### config.mk
export PLATFORM = sky130hd
export DESIGN_NAME = decrypt_sequencer
export DESIGN_NICKNAME = d
export VERILOG_FILES = /design/src/rtl/decrypt_sequencer.sv
export SDC_FILE = /design/constraint.sdc
export NUM_CORES = 1
export LEC_CHECK = 0
export ABC_AREA = 1
export CORE_MARGIN = 3
export CORE_UTILIZATION = 30
export CTS_BUF_LIST = sky130_fd_sc_hd__clkbuf_4 sky130_fd_sc_hd__clkbuf_8
export DETAILED_ROUTE_END_ITERATION = 16
export SYNTH_ARGS = -nofsm -noshare
export SYNTH_HDL_FRONTEND = slang
export SYNTH_SLANG_ARGS = --single-unit
### constraint.sdc
create_clock -name clk -period 4.2 [get_ports clk]
set_input_delay 0.63 -clock clk [delete_from_list [all_inputs] [get_ports clk]]
set_output_delay 0.63 -clock clk [all_outputs]
set_load 0.03 [all_outputs]
### src/rtl/decrypt_sequencer.sv
// Vector LWE decrypt sequencer: holds the secret key and accumulates top + sum(key[i]*bot[i])
// over a beat stream, then presents the low plaintext bits on a valid/ready output.
module decrypt_sequencer #(
  parameter int PLAINTEXT_WIDTH  = 6,
  parameter int CIPHERTEXT_WIDTH = 10,
  parameter int DIMENSION        = 4,
  parameter int IDX_WIDTH        = 2
) (
  input  logic                               clk,
  input  logic                               rst_n,
  input  logic                               key_we,
  input  logic        [IDX_WIDTH-1:0]        key_addr,
  input  logic        [CIPHERTEXT_WIDTH-1:0] key_data,
  input  logic                               ct_valid,
  output logic                               ct_ready,
  input  logic signed [CIPHERTEXT_WIDTH-1:0] ct_top,
  input  logic signed [CIPHERTEXT_WIDTH-1:0] ct_bot,
  input  logic                               ct_last,
  output logic                               out_valid,
  input  logic                               out_ready,
  output logic        [PLAINTEXT_WIDTH-1:0]  result,
  output logic                               err,
  output logic                               busy
);

  localparam logic [IDX_WIDTH:0]   DIM_EXT  = (IDX_WIDTH + 1)'(DIMENSION);
  localparam logic [IDX_WIDTH-1:0] LAST_IDX = IDX_WIDTH'(DIMENSION - 1);
  localparam logic [IDX_WIDTH-1:0] IDX_ONE  = IDX_WIDTH'(1);

  typedef enum logic [1:0] {
    S_IDLE   = 2'd0,
    S_ACCUM  = 2'd1,
    S_DRAIN  = 2'd2,
    S_OUTPUT = 2'd3
  } state_e;

  state_e                       state_q;
  logic [CIPHERTEXT_WIDTH-1:0]  key_q [DIMENSION];
  logic [CIPHERTEXT_WIDTH-1:0]  acc_q;
  logic [IDX_WIDTH-1:0]         idx_q;
  logic                         err_q;
  logic [PLAINTEXT_WIDTH-1:0]   result_q;

  logic [CIPHERTEXT_WIDTH-1:0]  key_sel;
  logic [CIPHERTEXT_WIDTH-1:0]  base;
  logic [CIPHERTEXT_WIDTH-1:0]  prod;
  logic [CIPHERTEXT_WIDTH-1:0]  acc_d;
  logic                         beat;
  logic                         key_ok;
  logic                         key_bad;

  assign ct_ready  = (state_q != S_OUTPUT);
  assign out_valid = (state_q == S_OUTPUT);
  assign busy      = (state_q != S_IDLE);
  assign result    = result_q;
  assign err       = err_q;

  assign beat    = ct_valid && ct_ready;
  assign key_ok  = key_we && (state_q == S_IDLE) && ({1'b0, key_addr} < DIM_EXT);
  assign key_bad = key_we && !key_ok;

  // Beat 0 (in IDLE) always multiplies by key[0]; later beats use key[idx].
  always_comb begin
    key_sel = key_q[0];
    for (int i = 1; i < DIMENSION; i++) begin
      key_sel = ((state_q == S_ACCUM) && (idx_q == IDX_WIDTH'(i))) ? key_q[i] : key_sel;
    end
  end

  // Truncating mod-2^CW arithmetic makes signed and unsigned products identical.
  assign base  = (state_q == S_IDLE) ? $unsigned(ct_top) : acc_q;
  assign prod  = key_sel * $unsigned(ct_bot);
  assign acc_d = base + prod;

  // Sequencer FSM with key storage, accumulator and registered result/err.
  always_ff @(posedge clk) begin
    if (rst_n) begin
      state_q  <= S_IDLE;
      acc_q    <= '0;
      idx_q    <= '0;
      err_q    <= 1'b0;
      result_q <= '0;
      for (int i = 0; i < DIMENSION; i++) begin
        key_q[i] <= '0;
      end
    end else begin
      err_q <= key_bad;
      for (int i = 0; i < DIMENSION; i++) begin
        if (key_ok && (key_addr == IDX_WIDTH'(i))) begin
          key_q[i] <= key_data;
        end
      end
      case (state_q)
        S_IDLE: begin
          if (beat) begin
            acc_q <= acc_d;
            idx_q <= IDX_ONE;
            if (DIMENSION == 1) begin
              if (ct_last) begin
                state_q  <= S_OUTPUT;
                result_q <= acc_d[PLAINTEXT_WIDTH-1:0];
              end else begin
                err_q   <= 1'b1;
                state_q <= S_DRAIN;
              end
            end else if (ct_last) begin
              err_q <= 1'b1;
            end else begin
              state_q <= S_ACCUM;
            end
          end
        end
        S_ACCUM: begin
          if (beat) begin
            acc_q <= acc_d;
            if (idx_q == LAST_IDX) begin
              if (ct_last) begin
                state_q  <= S_OUTPUT;
                result_q <= acc_d[PLAINTEXT_WIDTH-1:0];
              end else begin
                err_q   <= 1'b1;
                state_q <= S_DRAIN;
              end
            end else if (ct_last) begin
              err_q   <= 1'b1;
              acc_q   <= '0;
              idx_q   <= '0;
              state_q <= S_IDLE;
            end else begin
              idx_q <= idx_q + IDX_ONE;
            end
          end
        end
        S_DRAIN: begin
          if (beat && ct_last) begin
            state_q <= S_IDLE;
          end
        end
        S_OUTPUT: begin
          if (out_ready) begin
            state_q <= S_IDLE;
          end
        end
        default: begin
          state_q <= S_IDLE;
        end
      endcase
    end
  end

endmodule

==> results of run 1 <==
## power breakdown
group	switching, uW	leakage (uW)	internal (uW)
clock	141	0.0000586	183
sequential	18.0	0.000391	460
combinational	301	0.00136	268
total	460	0.00180	911
## cells in the final DEF, fill, tap and decap left out, types with 2 or more instances in the layout
cell type | synthesis | final
a21oi_1 | 11 | 9
nand2_2 | 4 | 16
dfxtp_1 | 17 | 15
o21ai_0 | 12 | 12
fa_1 | 7 | 7
nand2_1 | 79 | 67
buf_6 | 2 | 2
clkbuf_8 | 0 | 5
xor2_2 | 1 | 2
nand3_4 | 1 | 2
nand4_1 | 11 | 11
inv_4 | 1 | 2
nor2_1 | 58 | 56
nor2_2 | 3 | 5
nor3_1 | 2 | 2
inv_2 | 2 | 5
xor2_1 | 4 | 3
inv_1 | 53 | 49
a211oi_1 | 3 | 3
nand3_1 | 19 | 18
ha_1 | 19 | 13
dfxtp_4 | 0 | 2
or2_1 | 2 | 2
buf_4 | 0 | 54
a21oi_2 | 1 | 3
ha_4 | 0 | 5
clkdlybuf4s50_1 | 0 | 35
nor2_4 | 2 | 2
edfxtp_1 | 24 | 24
## worst max-delay path by stage
| stage | start | endpoint | cells after the start |
|---|---|---|---|
| 2_1_floorplan | idx_q[0]$_SDFFE_PP0P_ | result[5]$_SDFFE_PP0P_ | 27 |
| 3_5_place_dp | ct_bot[3] | acc_q[5]$_SDFFE_PP0P_ | 19 |
| 6_report | idx_q[0]$_SDFFE_PP0P_ | result[5]$_SDFFE_PP0P_ | 38 |
| 5_1_grt | state_q[0]$_SDFFE_PP0P_ | result[5]$_SDFFE_PP0P_ | 25 |
| 4_1_cts | idx_q[0]$_SDFFE_PP0P_ | result[5]$_SDFFE_PP0P_ | 24 |
| 3_3_place_gp | ct_bot[3] | acc_q[5]$_SDFFE_PP0P_ | 19 |
## area by class of cell
class | instances | area, um2 | share of cell area
multi-input cells | 249 | 1570 | 0.405
flip-flops and latches | 41 | 1070 | 0.275
inverters | 56 | 215 | 0.0555
repair buffers | 91 | 778 | 0.201
clock buffers | 6 | 76.3 | 0.0197
well taps | 108 | 135 | 0.0348
clock inverters | 2 | 35.0 | 0.00903
## state kept, by name (all words and copies together) (netlist names)
| signal | count |
|---|---|
| key_q | 24 |
| acc_q | 6 |
| result | 6 |
| idx_q | 2 |
| state_q | 2 |
| err | 1 |
## critical path, delay by kind of cell (launching register included)
kind                       cells  cell delay (ns)
DFF                            1             0.37
and+or+nand+nor               12             0.82
adders and majority gates      1             0.17
AOI/OAI and AO/OA              2             0.22
buffers and inverters         23             2.64
## per-layer routing
layer,track usage,part of all wire,vias up
li1,-,-,1307
met1,0.156,0.41,1146
met2,0.252,0.53,55
met3,0.0275,0.039,18
met4,0.0501,0.023,0
met5,0,0,-
## what timing repair did
action / CTS / global route
pin swaps: 22 / 16
buffers inserted: 24 / 4
setup endpoints to repair: 2 / 3
resized for setup: 29 / 7
## stage by stage
| step | TNS [ns] | utilization | setup WS, ns | cell area, um2 | std cells |
|---|---|---|---|---|---|
| CTS | -0.162 | 0.435 | -0.0888 | 3830 | 549 |
| global route | -0.708 | 0.440 | -0.355 | 3880 | 553 |
| global placement | -0.535 | 0.390 | -0.268 | 3430 | 517 |
| floorplan | 0 | - | 0.0288 | 2770 | 350 |
| finish | -0.210 | 0.440 | -0.111 | 3880 | 553 |
| detailed placement | -0.591 | 0.390 | -0.301 | 3430 | 517 |
## cells by family (layout without fill, tap and decap cells)
family / Yosys count / after routing / synth area share
flip-flops: 41 / 41 / 0.386
multiplexers: 1 / 1 / 0.00364
buffers and inverters: 60 / 155 / 0.0884
adder cells (fa/ha/maj): 26 / 26 / 0.138
AO/OA/AOI/OAI: 33 / 33 / 0.0693
AND/OR/NAND/NOR: 184 / 184 / 0.296
XOR/XNOR: 5 / 5 / 0.0187
==> results_tabular.tex, run 1 <==
\begin{tabular}{lr}
\hline
Metric & Value \\
\hline
\multicolumn{2}{l}{\textbf{Timing}} \\
Count of endpoints failing hold in the final timing report & 0 \\
Number of pins exceeding their max-slew limit in the final report & 0 \\
Final setup viols & 2 \\
Least-Margin Pin Slew & 0.483 ns \\
Final critical path time including I/O delays and setup & 4.31 ns \\
Setup slack of the critical path after layout & -0.111 ns \\
Slew HR & 0.677 \\
Share of the clock period used by the worst path after layout & 1.03 \\
Worst hold-check slack & 0.471 ns \\
Max Freq & 232 MHz \\
Final setup skew & 0.00518 ns \\
RSZ-0062 raised after global routing & yes \\
\multicolumn{2}{l}{\textbf{Global routing}} \\
Gr usage total & 0.137 \\
Number of global-route vias before repair & 2,550 \\
Global-route wire length before repair & 11,300 um \\
Number of antenna violations at the first check in global routing & 0 \\
Overall overflow remaining after global route & 0 \\
Pin count of the biggest net entering global routing & 17 \\
\multicolumn{2}{l}{\textbf{Detailed routing}} \\
Via count of the routed design & 2,526 \\
Router iterations before antenna repair & 4 \\
DRC errors left & 0 \\
Count of routing violations after the opening detailed-route iteration & 79 \\
Final WL & 6710 um \\
Routed wire per std cell & 12.1 um \\
Detailed-route vias per instance & 4.57 \\
Antenna-violating nets left & 0 \\
\multicolumn{2}{l}{\textbf{Power}} \\
Total power density per cell area & 353 mW/mm2 \\
Leak & 0.00180 uW \\
Peak ir drop on the vdd network & 120 uV \\
Post-layout total power & 1370 uW \\
\multicolumn{2}{l}{\textbf{Floorplan}} \\
FP Rows & 34 \\
Die boundary height & 102 um \\
I/O pin count & 48 \\
Initial cell density of the core & 0.312 \\
Placeable core area & 0.00881 mm2 \\
Chip width & 102 um \\
Die outline area & 0.0103 mm2 \\
\multicolumn{2}{l}{\textbf{Clock network}} \\
Clock insertion delay at the later pin of the skew report & 0.29 ns \\
Count of H-tree levels built during CTS & 2 \\
TritonCTS clock tree & built \\
CTS Buf Count & 5 \\
Clock-pin slew on the worst setup and hold paths & 0.08 ns \\
Maximum clock path buffer count & 2 \\
Clock sink total & 41 \\
Number of hold buffers added after CTS & 0 \\
Clock root cell & clkbuf\_8 \\
\multicolumn{2}{l}{\textbf{Yosys}} \\
Post-synth net total & 414 \\
Area contributors post-synth & edfxtp\_1 26\%, dfxtp\_1 12\%, nand2\_1 11\% \\
Post-synth EDFFs & 24 \\
Cell types with the highest counts after synthesis & 79 x nand2\_1, 58 x nor2\_1, 53 x inv\_1 \\
Async S/R FF share, synth & 0 \\
Yosys warning total & 0 \\
Count of different cell masters after synthesis & 35 \\
Post-synthesis cell count & 350 \\
Mean instance size in the synthesized netlist & 7.85 um2 \\
Total standard cell area after synthesis & 0.00275 mm2 \\
Most used flip-flop cell after synthesis & edfxtp\_1 \\
Register area share after synthesis & 0.386 \\
Most instantiated library cell after synthesis & nand2\_1 \\
Fraction of post-synthesis cell area in the top cell type by area & 0.262 \\
Library cell with the largest summed area after synthesis & edfxtp\_1 \\
Synthesis-stage register bit count & 41 \\
\multicolumn{2}{l}{\textbf{Critical path}} \\
Worst Setup Start Kind & flip-flop \\
Largest fanout on the critical path & 5 \\
Beginning of the worst register-to-register path & idx\_q[0]\$\_SDFFE\_PP0P\_ \\
RR Endpoint & result[5]\$\_SDFFE\_PP0P\_ \\
Worst setup path class & reg2reg \\
Worst stage delay on the critical path & 0.37 ns \\
Depth of the worst register-to-register path & 38 \\
Critical path's most frequent cell & buf\_4 \\
Flop-to-flop setup slack & -0.11 ns \\
Data required time of the critical path & 4.39 ns \\
Kind of end point of the critical path & flip-flop \\
WP data arrival & 4.50 ns \\
Slowest cell on crit path & dfxtp\_4 \\
\multicolumn{2}{l}{\textbf{Finish}} \\
FILL cells & 832 \\
Area growth from synthesis to final layout & 41.2\% \\
N\_diodes & 0 \\
Final net count & 508 \\
Proportion of layout cells with a drive suffix above 1 & 0.252 \\
\multicolumn{2}{l}{\textbf{Worst hold path}} \\
Min-delay worst type & reg2reg \\
Hold path cells & 2 \\
Worst Hold Launch & acc\_q[2]\$\_SDFFE\_PP0P\_ \\
Sink of the worst hold path & acc\_q[2]\$\_SDFFE\_PP0P\_ \\
\multicolumn{2}{l}{\textbf{Outcome}} \\
Failing checks & setup timing \\
Result of the run & complete, but fails checks \\
\multicolumn{2}{l}{\textbf{Placement}} \\
Number of buffer cells added on primary ports & 35 \\
Final GP Congestion & 0.833 \\
Final HPWL from detailed placement & 5070 um \\
\multicolumn{2}{l}{\textbf{Flow run}} \\
MaxCap Viol Count & 0 \\
\hline
\end{tabular}
(Power assumes the default switching activity.)
==> run 2, diff against run 1 <==
ABC_AREA = not set   (was 1)
==> run 2 against run 1 <==
The flow still finishes with violations (setup timing). Largest cell class unchanged. Combinational power down 30%. Critical path type unchanged. Sequential power is 3% lower. Clock power is 15% lower. First-iteration DRC count up 41%. Critical endpoint is now acc_q[5]$_SDFFE_PP0P_. Worst setup slack worse by 0.60 ns. Global-route usage fell by 0.44 points. Area after synthesis increased by 0.27%. Non-clock buffer count decreased by 16. Sequential cell count unchanged. Worst hold slack better by 0.029 ns. Clock-buffer cell count fell by 1.
==> results_tabular.tex, run 2 <==
\begin{tabular}{lr}
\hline
Metric & Value \\
\hline
\multicolumn{2}{l}{\textbf{Critical path}} \\
Worst stage delay on the critical path & 0.52 ns (was 0.37 ns) \\
Kind of end point of the critical path & flip-flop (unchanged) \\
Critical path's most frequent cell & fa\_1 (was buf\_4) \\
Depth of the worst register-to-register path & 21 (was 38) \\
Beginning of the worst register-to-register path & idx\_q[1]\$\_SDFFE\_PP0P\_ (was idx\_q[0]\$\_SDFFE\_PP0P\_) \\
Cell breakdown of the critical path & inv\_1 -> ha\_2 -> buf\_4 -> a221oi\_2 -> o221a\_2 -> nand2\_2 -> fa\_1 -> inv\_1 -> ha\_2 -> inv\_2 -> fa\_1 -> inv\_2 -> ha\_4 -> fa\_1 -> ha\_4 -> a21oi\_4 -> xnor2\_2 -> xnor2\_1 -> xnor3\_1 -> or4b\_4 -> nand3\_2 \\
CP Buf/Inv Count & 5 (was 23) \\
Flop-to-flop setup slack & -0.71 ns (was -0.11 ns) \\
WP data arrival & 5.16 ns (was 4.50 ns) \\
Worst setup path class & reg2reg (unchanged) \\
Slowest cell on crit path & fa\_1 (was dfxtp\_4) \\
Largest fanout on the critical path & 5 (unchanged) \\
RR Endpoint & acc\_q[5]\$\_SDFFE\_PP0P\_ (was result[5]\$\_SDFFE\_PP0P\_) \\
Data required time of the critical path & 4.45 ns (was 4.39 ns) \\
Worst Setup Start Kind & flip-flop (unchanged) \\
Kind of cell with the highest combined delay on the critical path & adder cells (was buffers and inverters) \\
\multicolumn{2}{l}{\textbf{Yosys}} \\
Area contributors post-synth & edfxtp\_1 26\%, dfxtp\_1 12\%, ha\_1 8.6\% (was edfxtp\_1 26\%, dfxtp\_1 12\%, nand2\_1 11\%) \\
Most used flip-flop cell after synthesis & edfxtp\_1 (unchanged) \\
Count of different cell masters after synthesis & 49 (was 35) \\
Synthesis-stage register bit count & 41 (unchanged) \\
Async S/R FF share, synth & 0 (unchanged) \\
Post-synth EDFFs & 24 (unchanged) \\
Post-synthesis cell count & 278 (was 350) \\
Total standard cell area after synthesis & 0.00275 mm2 (about the same) \\
Most instantiated library cell after synthesis & and2\_1 (was nand2\_1) \\
Cell types with the highest counts after synthesis & 36 x and2\_1, 24 x edfxtp\_1, 22 x inv\_1, 22 x nand2\_1, 19 x ha\_1 (was 79 x nand2\_1, 58 x nor2\_1, 53 x inv\_1) \\
Post-synth net total & 342 (was 414) \\
Mean instance size in the synthesized netlist & 9.91 um2 (was 7.85 um2) \\
Library cell with the largest summed area after synthesis & edfxtp\_1 (unchanged) \\
Fraction of post-synthesis cell area in the top cell type by area & 0.262 (about the same) \\
Register area share after synthesis & 0.385 (was 0.386) \\
Yosys warning total & 0 (unchanged) \\
\multicolumn{2}{l}{\textbf{Clock network}} \\
Clock sink total & 41 (unchanged) \\
Clock root cell & clkbuf\_8 (unchanged) \\
Clock-pin slew on the worst setup and hold paths & 0.09 ns (was 0.08 ns) \\
TritonCTS clock tree & built (unchanged) \\
Clock insertion delay at the later pin of the skew report & 0.30 ns (was 0.29 ns) \\
Count of H-tree levels built during CTS & 2 (unchanged) \\
Number of hold buffers added after CTS & 0 (unchanged) \\
Maximum clock path buffer count & 2 (unchanged) \\
CTS Buf Count & 5 (unchanged) \\
\multicolumn{2}{l}{\textbf{Finish}} \\
FILL cells & 850 (was 832) \\
Number of flip-flops in the largest register & 24 (unchanged) \\
Area used by sequential logic in the layout & 0.00107 mm2 (unchanged) \\
Area of combinational cells with multiple inputs & 0.00169 mm2 (was 0.00157 mm2) \\
Most common cell after layout, fill and taps aside & buf\_4 (was nand2\_1) \\
Final net count & 410 (was 508) \\
Proportion of layout cells with a drive suffix above 1 & 0.254 (was 0.252) \\
Top library cells by usage in the layout, fill and taps aside & 37 x buf\_4, 36 x and2\_1, 35 x clkdlybuf4s50\_1 (was 67 x nand2\_1, 56 x nor2\_1, 54 x buf\_4) \\
Register containing the most flip-flops in the final layout & key\_q (unchanged) \\
N\_diodes & 0 (unchanged) \\
Area growth from synthesis to final layout & 35.7\% (was 41.2\%) \\
\multicolumn{2}{l}{\textbf{Power}} \\
Combinational power share & 0.350 (was 0.415) \\
Peak ir drop on the vdd network & 103 uV (was 120 uV) \\
Sequential fraction of design power & 0.409 (was 0.349) \\
Part of the power in the clock network & 0.242 (was 0.236) \\
Internal power of the cells & 788 uW (was 911 uW) \\
Post-layout total power & 1140 uW (was 1370 uW) \\
Total power density per cell area & 305 mW/mm2 (was 353 mW/mm2) \\
Leak & 0.00158 uW (was 0.00180 uW) \\
Share of total power consumed by net switching & 0.309 (was 0.335) \\
Switching power summed over all nets & 352 uW (was 460 uW) \\
\multicolumn{2}{l}{\textbf{Detailed routing}} \\
Via count of the routed design & 2,174 (was 2,526) \\
Detailed-route vias per instance & 4.78 (was 4.57) \\
Final WL & 6660 um (was 6710 um) \\
Count of routing violations after the opening detailed-route iteration & 111 (was 79) \\
Antenna-violating nets left & 0 (unchanged) \\
Router iterations before antenna repair & 4 (unchanged) \\
DRC errors left & 0 (unchanged) \\
Routed wire per std cell & 14.6 um (was 12.1 um) \\
\multicolumn{2}{l}{\textbf{Floorplan}} \\
Die boundary height & 102 um (about the same) \\
I/O pin count & 48 (unchanged) \\
FP Rows & 34 (unchanged) \\
Initial cell density of the core & 0.313 (was 0.312) \\
Chip width & 102 um (about the same) \\
Die outline area & 0.0104 mm2 (was 0.0103 mm2) \\
Placeable core area & 0.00881 mm2 (unchanged) \\
\multicolumn{2}{l}{\textbf{Timing}} \\
Final setup viols & 4 (was 2) \\
Slew HR & 0.616 (was 0.677) \\
Final setup skew & 0.00477 ns (was 0.00518 ns) \\
Count of endpoints failing hold in the final timing report & 0 (unchanged) \\
Least-Margin Pin Slew & 0.571 ns (was 0.483 ns) \\
Setup slack of the critical path after layout & -0.709 ns (was -0.111 ns) \\
Share of the clock period used by the worst path after layout & 1.17 (was 1.03) \\
Max Freq & 204 MHz (was 232 MHz) \\
Final critical path time including I/O delays and setup & 4.91 ns (was 4.31 ns) \\
Worst hold-check slack & 0.500 ns (was 0.471 ns) \\
Number of pins exceeding their max-slew limit in the final report & 0 (unchanged) \\
RSZ-0062 raised after global routing & yes (unchanged) \\
\multicolumn{2}{l}{\textbf{Global routing}} \\
Pin count of the biggest net entering global routing & 27 (was 17) \\
Global-route wire length before repair & 10,800 um (was 11,300 um) \\
Number of global-route vias before repair & 2,217 (was 2,550) \\
Gr usage total & 0.132 (was 0.137) \\
Number of antenna violations at the first check in global routing & 0 (unchanged) \\
Overall overflow remaining after global route & 0 (unchanged) \\
\multicolumn{2}{l}{\textbf{Placement}} \\
Final GP Congestion & 0.886 (was 0.833) \\
Final HPWL from detailed placement & 5140 um (was 5070 um) \\
Worst setup timing slack at the placement stage & -0.869 ns (was -0.301 ns) \\
Number of buffer cells added on primary ports & 35 (unchanged) \\
\multicolumn{2}{l}{\textbf{Worst hold path}} \\
Worst Hold Launch & result[4]\$\_SDFFE\_PP0P\_ (was acc\_q[2]\$\_SDFFE\_PP0P\_) \\
Min-delay worst type & reg2reg (unchanged) \\
Sink of the worst hold path & result[4]\$\_SDFFE\_PP0P\_ (was acc\_q[2]\$\_SDFFE\_PP0P\_) \\
Hold path cells & 2 (unchanged) \\
\multicolumn{2}{l}{\textbf{Outcome}} \\
Failing checks & setup timing (unchanged) \\
Result of the run & complete, but fails checks (unchanged) \\
\multicolumn{2}{l}{\textbf{Flow run}} \\
MaxCap Viol Count & 0 (unchanged) \\
\hline
\end{tabular}
[run 2: cell types whose count changed after synthesis, moves of 5 or more]
cell | previous run | this run
nand2_1 | 79 | 22
o21ai_0 | 12 | 5
mux2i_1 | 1 | 7
nand4_1 | 11 | 0
a22oi_1 | 0 | 5
nand3_1 | 19 | 5
nor3_1 | 2 | 8
nor2_1 | 58 | 17
xnor2_1 | 0 | 6
inv_1 | 53 | 22
clkbuf_1 | 2 | 7
and2_1 | 0 | 36
[run 2: timing repair]
action                                  CTS  global route
pin swaps                                 9            12
gates cloned                              0             0
resized for setup                        11            23
endpoints found under the setup margin    4             4
setup buffers                             1             4
[run 2: per-stage QoR]
| step | utilization | std cells | setup TNS [ns] | area [um2] |
|---|---|---|---|---|
| global placement | 0.392 | 442 | -1.57 | 3450 |
| floorplan | - | 278 | -1.11 | 2800 |
| CTS | 0.411 | 451 | -1.38 | 3620 |
| detailed placement | 0.392 | 442 | -1.88 | 3450 |
| finish | 0.424 | 455 | -1.52 | 3740 |
| global route | 0.424 | 455 | -2.22 | 3740 |
[run 2: per-layer routing]
| metal | routed length, um | GRT usage | share of wire |
|---|---|---|---|
| met1 | 3180 | 0.182 | 0.48 |
| met2 | 3220 | 0.221 | 0.48 |
| met3 | 256 | 0.0205 | 0.038 |
| met5 | 0 | 0 | 0 |
| met4 | 7 | 0.0293 | 0.0011 |
[run 2: kinds of logic (layout without fill, tap and decap cells)]
family                     Yosys count  count (layout)  share of synthesized area
muxes                               11              11                     0.0418
and+or+nand+nor                    109             109                      0.218
xor gates and xnor gates            11              11                     0.0450
buffers and inverters               37             106                     0.0600
adders and majority gates           26              26                      0.137
AOI/OAI and AO/OA                   43              43                      0.113
DFF                                 41              41                      0.385
[run 2: power by group through the flow]
| stage | clock network [uW] | registers [uW] | logic [uW] |
|---|---|---|---|
| after floorplan | 0 | 471 | 218 |
| after global placement | 0 | 475 | 324 |
| after detailed placement | 0 | 475 | 332 |
| after CTS | 287 | 465 | 371 |
| after global routing | 299 | 469 | 445 |
| final | 276 | 466 | 399 |
[run 2: layout make-up]
cell class,count,area share
clock buffers,5,0.0184
well taps,108,0.0362
clock inverters,3,0.00636
multi-input cells,200,0.453
inverters,23,0.0231
repair buffers,75,0.177
flip-flops and latches,41,0.286
[run 2: how the worst max path moves through the flow]
stage | to | start | cells after the start
global route | acc_q[5]$_SDFFE_PP0P_ | idx_q[0]$_SDFFE_PP0P_ | 21
CTS | acc_q[5]$_SDFFE_PP0P_ | idx_q[1]$_SDFFE_PP0P_ | 21
global placement | acc_q[5]$_SDFFE_PP0P_ | idx_q[0]$_SDFFE_PP0P_ | 21
finish | acc_q[5]$_SDFFE_PP0P_ | idx_q[1]$_SDFFE_PP0P_ | 21
floorplan | acc_q[5]$_SDFFE_PP0P_ | idx_q[1]$_SDFFE_PP0P_ | 22
detailed placement | acc_q[5]$_SDFFE_PP0P_ | idx_q[0]$_SDFFE_PP0P_ | 21
[run 2: worst min-delay path: stages (launching register included)]
cell and delay (ns):
dfxtp_1 0.33, mux2i_1 0.07, nor2_1 0.07
==> run 3, diff against run 2 <==
SETUP_SLACK_MARGIN = 0.15   (was not set)
==> run 3 against run 2 <==
The flow still finishes with violations (setup timing). Clock-buffer cell count stayed put. Global-route usage stayed put. Cell count stayed put. Combinational power hardly changed. Via count is 0.14% lower. Utilization stayed put. Sequential cell count stayed put. Maximum frequency hardly changed. Critical path depth stayed put. Final area stayed put. Critical path type unchanged.
==> results_tabular.tex, run 3 (same netlist as run 2, synthesis figures left out) <==
\begin{tabular}{lr}
\hline
Metric & Value \\
\hline
\multicolumn{2}{l}{\textbf{Detailed routing}} \\
Count of routing violations after the opening detailed-route iteration & 113 (was 111) \\
Routed wire per std cell & 14.6 um (about the same) \\
Antenna-violating nets left & 0 (unchanged) \\
Final WL & 6660 um (about the same) \\
DRC errors left & 0 (unchanged) \\
Detailed-route vias per instance & 4.77 (was 4.78) \\
Via count of the routed design & 2,171 (was 2,174) \\
Router iterations before antenna repair & 4 (unchanged) \\
\multicolumn{2}{l}{\textbf{Floorplan}} \\
Initial cell density of the core & 0.313 (unchanged) \\
I/O pin count & 48 (unchanged) \\
Placeable core area & 0.00881 mm2 (unchanged) \\
Die boundary height & 102 um (unchanged) \\
Die outline area & 0.0104 mm2 (unchanged) \\
Chip width & 102 um (unchanged) \\
FP Rows & 34 (unchanged) \\
\multicolumn{2}{l}{\textbf{Finish}} \\
Register containing the most flip-flops in the final layout & key\_q (unchanged) \\
Proportion of layout cells with a drive suffix above 1 & 0.256 (was 0.254) \\
Area of combinational cells with multiple inputs & 0.00169 mm2 (unchanged) \\
Number of flip-flops in the largest register & 24 (unchanged) \\
Core Util, Final & 0.424 (unchanged) \\
Final net count & 410 (unchanged) \\
FILL cells & 850 (unchanged) \\
Area growth from synthesis to final layout & 35.7\% (unchanged) \\
Top library cells by usage in the layout, fill and taps aside & 37 x buf\_4, 36 x and2\_1, 35 x clkdlybuf4s50\_1 (unchanged) \\
Area used by sequential logic in the layout & 0.00107 mm2 (unchanged) \\
N\_diodes & 0 (unchanged) \\
Post-route standard cell area excluding fillers & 0.00374 mm2 (unchanged) \\
Most common cell after layout, fill and taps aside & buf\_4 (unchanged) \\
\multicolumn{2}{l}{\textbf{Power}} \\
Post-layout total power & 1140 uW (about the same) \\
Peak ir drop on the vdd network & 103 uV (about the same) \\
Total power density per cell area & 305 mW/mm2 (about the same) \\
Leak & 0.00158 uW (about the same) \\
\multicolumn{2}{l}{\textbf{Critical path}} \\
Beginning of the worst register-to-register path & idx\_q[1]\$\_SDFFE\_PP0P\_ (unchanged) \\
Flop-to-flop setup slack & -0.71 ns (about the same) \\
RR Endpoint & acc\_q[5]\$\_SDFFE\_PP0P\_ (unchanged) \\
Worst setup path class & reg2reg (unchanged) \\
WP data arrival & 5.16 ns (about the same) \\
Worst Setup Start Kind & flip-flop (unchanged) \\
Largest fanout on the critical path & 5 (unchanged) \\
Kind of end point of the critical path & flip-flop (unchanged) \\
Depth of the worst register-to-register path & 21 (unchanged) \\
Data required time of the critical path & 4.45 ns (about the same) \\
\multicolumn{2}{l}{\textbf{Placement}} \\
Final GP Congestion & 0.886 (unchanged) \\
Number of buffer cells added on primary ports & 35 (unchanged) \\
Final HPWL from detailed placement & 5140 um (unchanged) \\
Placement-stage cell area & 0.00345 mm2 (unchanged) \\
Worst setup timing slack at the placement stage & -0.869 ns (unchanged) \\
\multicolumn{2}{l}{\textbf{Clock network}} \\
CTS Buf Count & 5 (unchanged) \\
Clock insertion delay at the later pin of the skew report & 0.30 ns (about the same) \\
Clock root cell & clkbuf\_8 (unchanged) \\
Clock sink total & 41 (unchanged) \\
Maximum clock path buffer count & 2 (unchanged) \\
Count of H-tree levels built during CTS & 2 (unchanged) \\
Clock-pin slew on the worst setup and hold paths & 0.09 ns (about the same) \\
TritonCTS clock tree & built (unchanged) \\
\multicolumn{2}{l}{\textbf{Worst hold path}} \\
Worst Hold Launch & result[4]\$\_SDFFE\_PP0P\_ (unchanged) \\
Min-delay worst type & reg2reg (unchanged) \\
Sink of the worst hold path & result[4]\$\_SDFFE\_PP0P\_ (unchanged) \\
Hold path cells & 2 (unchanged) \\
\multicolumn{2}{l}{\textbf{Outcome}} \\
Failing checks & setup timing (unchanged) \\
Result of the run & complete, but fails checks (unchanged) \\
\multicolumn{2}{l}{\textbf{Flow run}} \\
MaxCap Viol Count & 0 (unchanged) \\
\multicolumn{2}{l}{\textbf{Global routing}} \\
Global-route wire length before repair & 10,800 um (unchanged) \\
Overall overflow remaining after global route & 0 (unchanged) \\
Number of antenna violations at the first check in global routing & 0 (unchanged) \\
Gr usage total & 0.132 (unchanged) \\
Number of global-route vias before repair & 2,217 (unchanged) \\
Pin count of the biggest net entering global routing & 27 (unchanged) \\
\multicolumn{2}{l}{\textbf{Timing}} \\
Least-Margin Pin Slew & 0.571 ns (about the same) \\
Slew HR & 0.616 (about the same) \\
Share of the clock period used by the worst path after layout & 1.17 (about the same) \\
Max Freq & 204 MHz (about the same) \\
Final critical path time including I/O delays and setup & 4.91 ns (about the same) \\
Final setup viols & 4 (unchanged) \\
Setup slack of the critical path after layout & -0.710 ns (was -0.709 ns) \\
Count of endpoints failing hold in the final timing report & 0 (unchanged) \\
RSZ-0062 raised after global routing & yes (unchanged) \\
Final setup skew & 0.00475 ns (was 0.00477 ns) \\
Number of pins exceeding their max-slew limit in the final report & 0 (unchanged) \\
\hline
\end{tabular}
## run 3: cell count changes in the layout (fill, tap and decap cells not counted)
cell | before | now
inv_1 | 19 | 18
inv_2 | 3 | 4
## run 3: per-layer routing
metal | vias up | wire length (um) | track usage
li1 | 1097 | - | -
met1 | 1038 | 3250 | 0.182
met2 | 32 | 3210 | 0.221
met3 | 4 | 181 | 0.0205
met4 | 0 | 19 | 0.0293
met5 | - | 0 | 0
## run 3: critical path: stages (launching register included)
cell,delay [ns]
dfxtp_4,0.38
inv_1,0.05
ha_2,0.17
buf_4,0.17
a221oi_2,0.23
o221a_2,0.25
nand2_2,0.06
fa_1,0.46
inv_1,0.07
ha_2,0.16
inv_2,0.04
fa_1,0.52
inv_2,0.05
ha_4,0.25
fa_1,0.44
ha_4,0.27
a21oi_4,0.16
xnor2_2,0.14
xnor2_1,0.15
xnor3_1,0.27
or4b_4,0.49
nand3_2,0.07
## run 3: what timing repair did
action / 4_1_cts / 5_1_grt
resized for setup: 11 / 24
cloned: 0 / 0
hold buffers: 0 / 0
pin swaps: 9 / 15
buffers inserted: 1 / 4
setup endpoints to repair: 6 / 6
## run 3: through the flow
step	std cells	hold slack (ns)	TNS (ns)
global route	455	0.531	-2.22
finish	455	0.500	-1.52
detailed placement	442	0.472	-1.88
CTS	451	0.506	-1.38
floorplan	278	0.456	-1.11
global placement	442	0.476	-1.57
## run 3: worst max-delay path by stage
| stage | depth (start not counted) | start | end | slack, ns |
|---|---|---|---|---|
| floorplan | 22 | idx_q[1]$_SDFFE_PP0P_ | acc_q[5]$_SDFFE_PP0P_ | -0.59 |
| global placement | 21 | idx_q[0]$_SDFFE_PP0P_ | acc_q[5]$_SDFFE_PP0P_ | -0.79 |
| detailed placement | 21 | idx_q[0]$_SDFFE_PP0P_ | acc_q[5]$_SDFFE_PP0P_ | -0.87 |
| CTS | 21 | idx_q[1]$_SDFFE_PP0P_ | acc_q[5]$_SDFFE_PP0P_ | -0.71 |
| global route | 21 | idx_q[0]$_SDFFE_PP0P_ | acc_q[5]$_SDFFE_PP0P_ | -0.89 |
| finish | 21 | idx_q[1]$_SDFFE_PP0P_ | acc_q[5]$_SDFFE_PP0P_ | -0.71 |
## run 3: cell type report
type | count | area share
clock buffer | 5 | 0.0184
clock inverter | 3 | 0.00636
inverter | 23 | 0.0231
multi-input combinational | 200 | 0.453
sequential | 41 | 0.286
tap | 108 | 0.0362
timing repair buffer | 75 | 0.177
## run 3: report_power, final
part,internal [uW],switching (uW),leakage [uW],total [uW]
sequential,452,13.8,0.000387,466
clock,121,155,0.0000491,276
combinational,216,183,0.00115,399
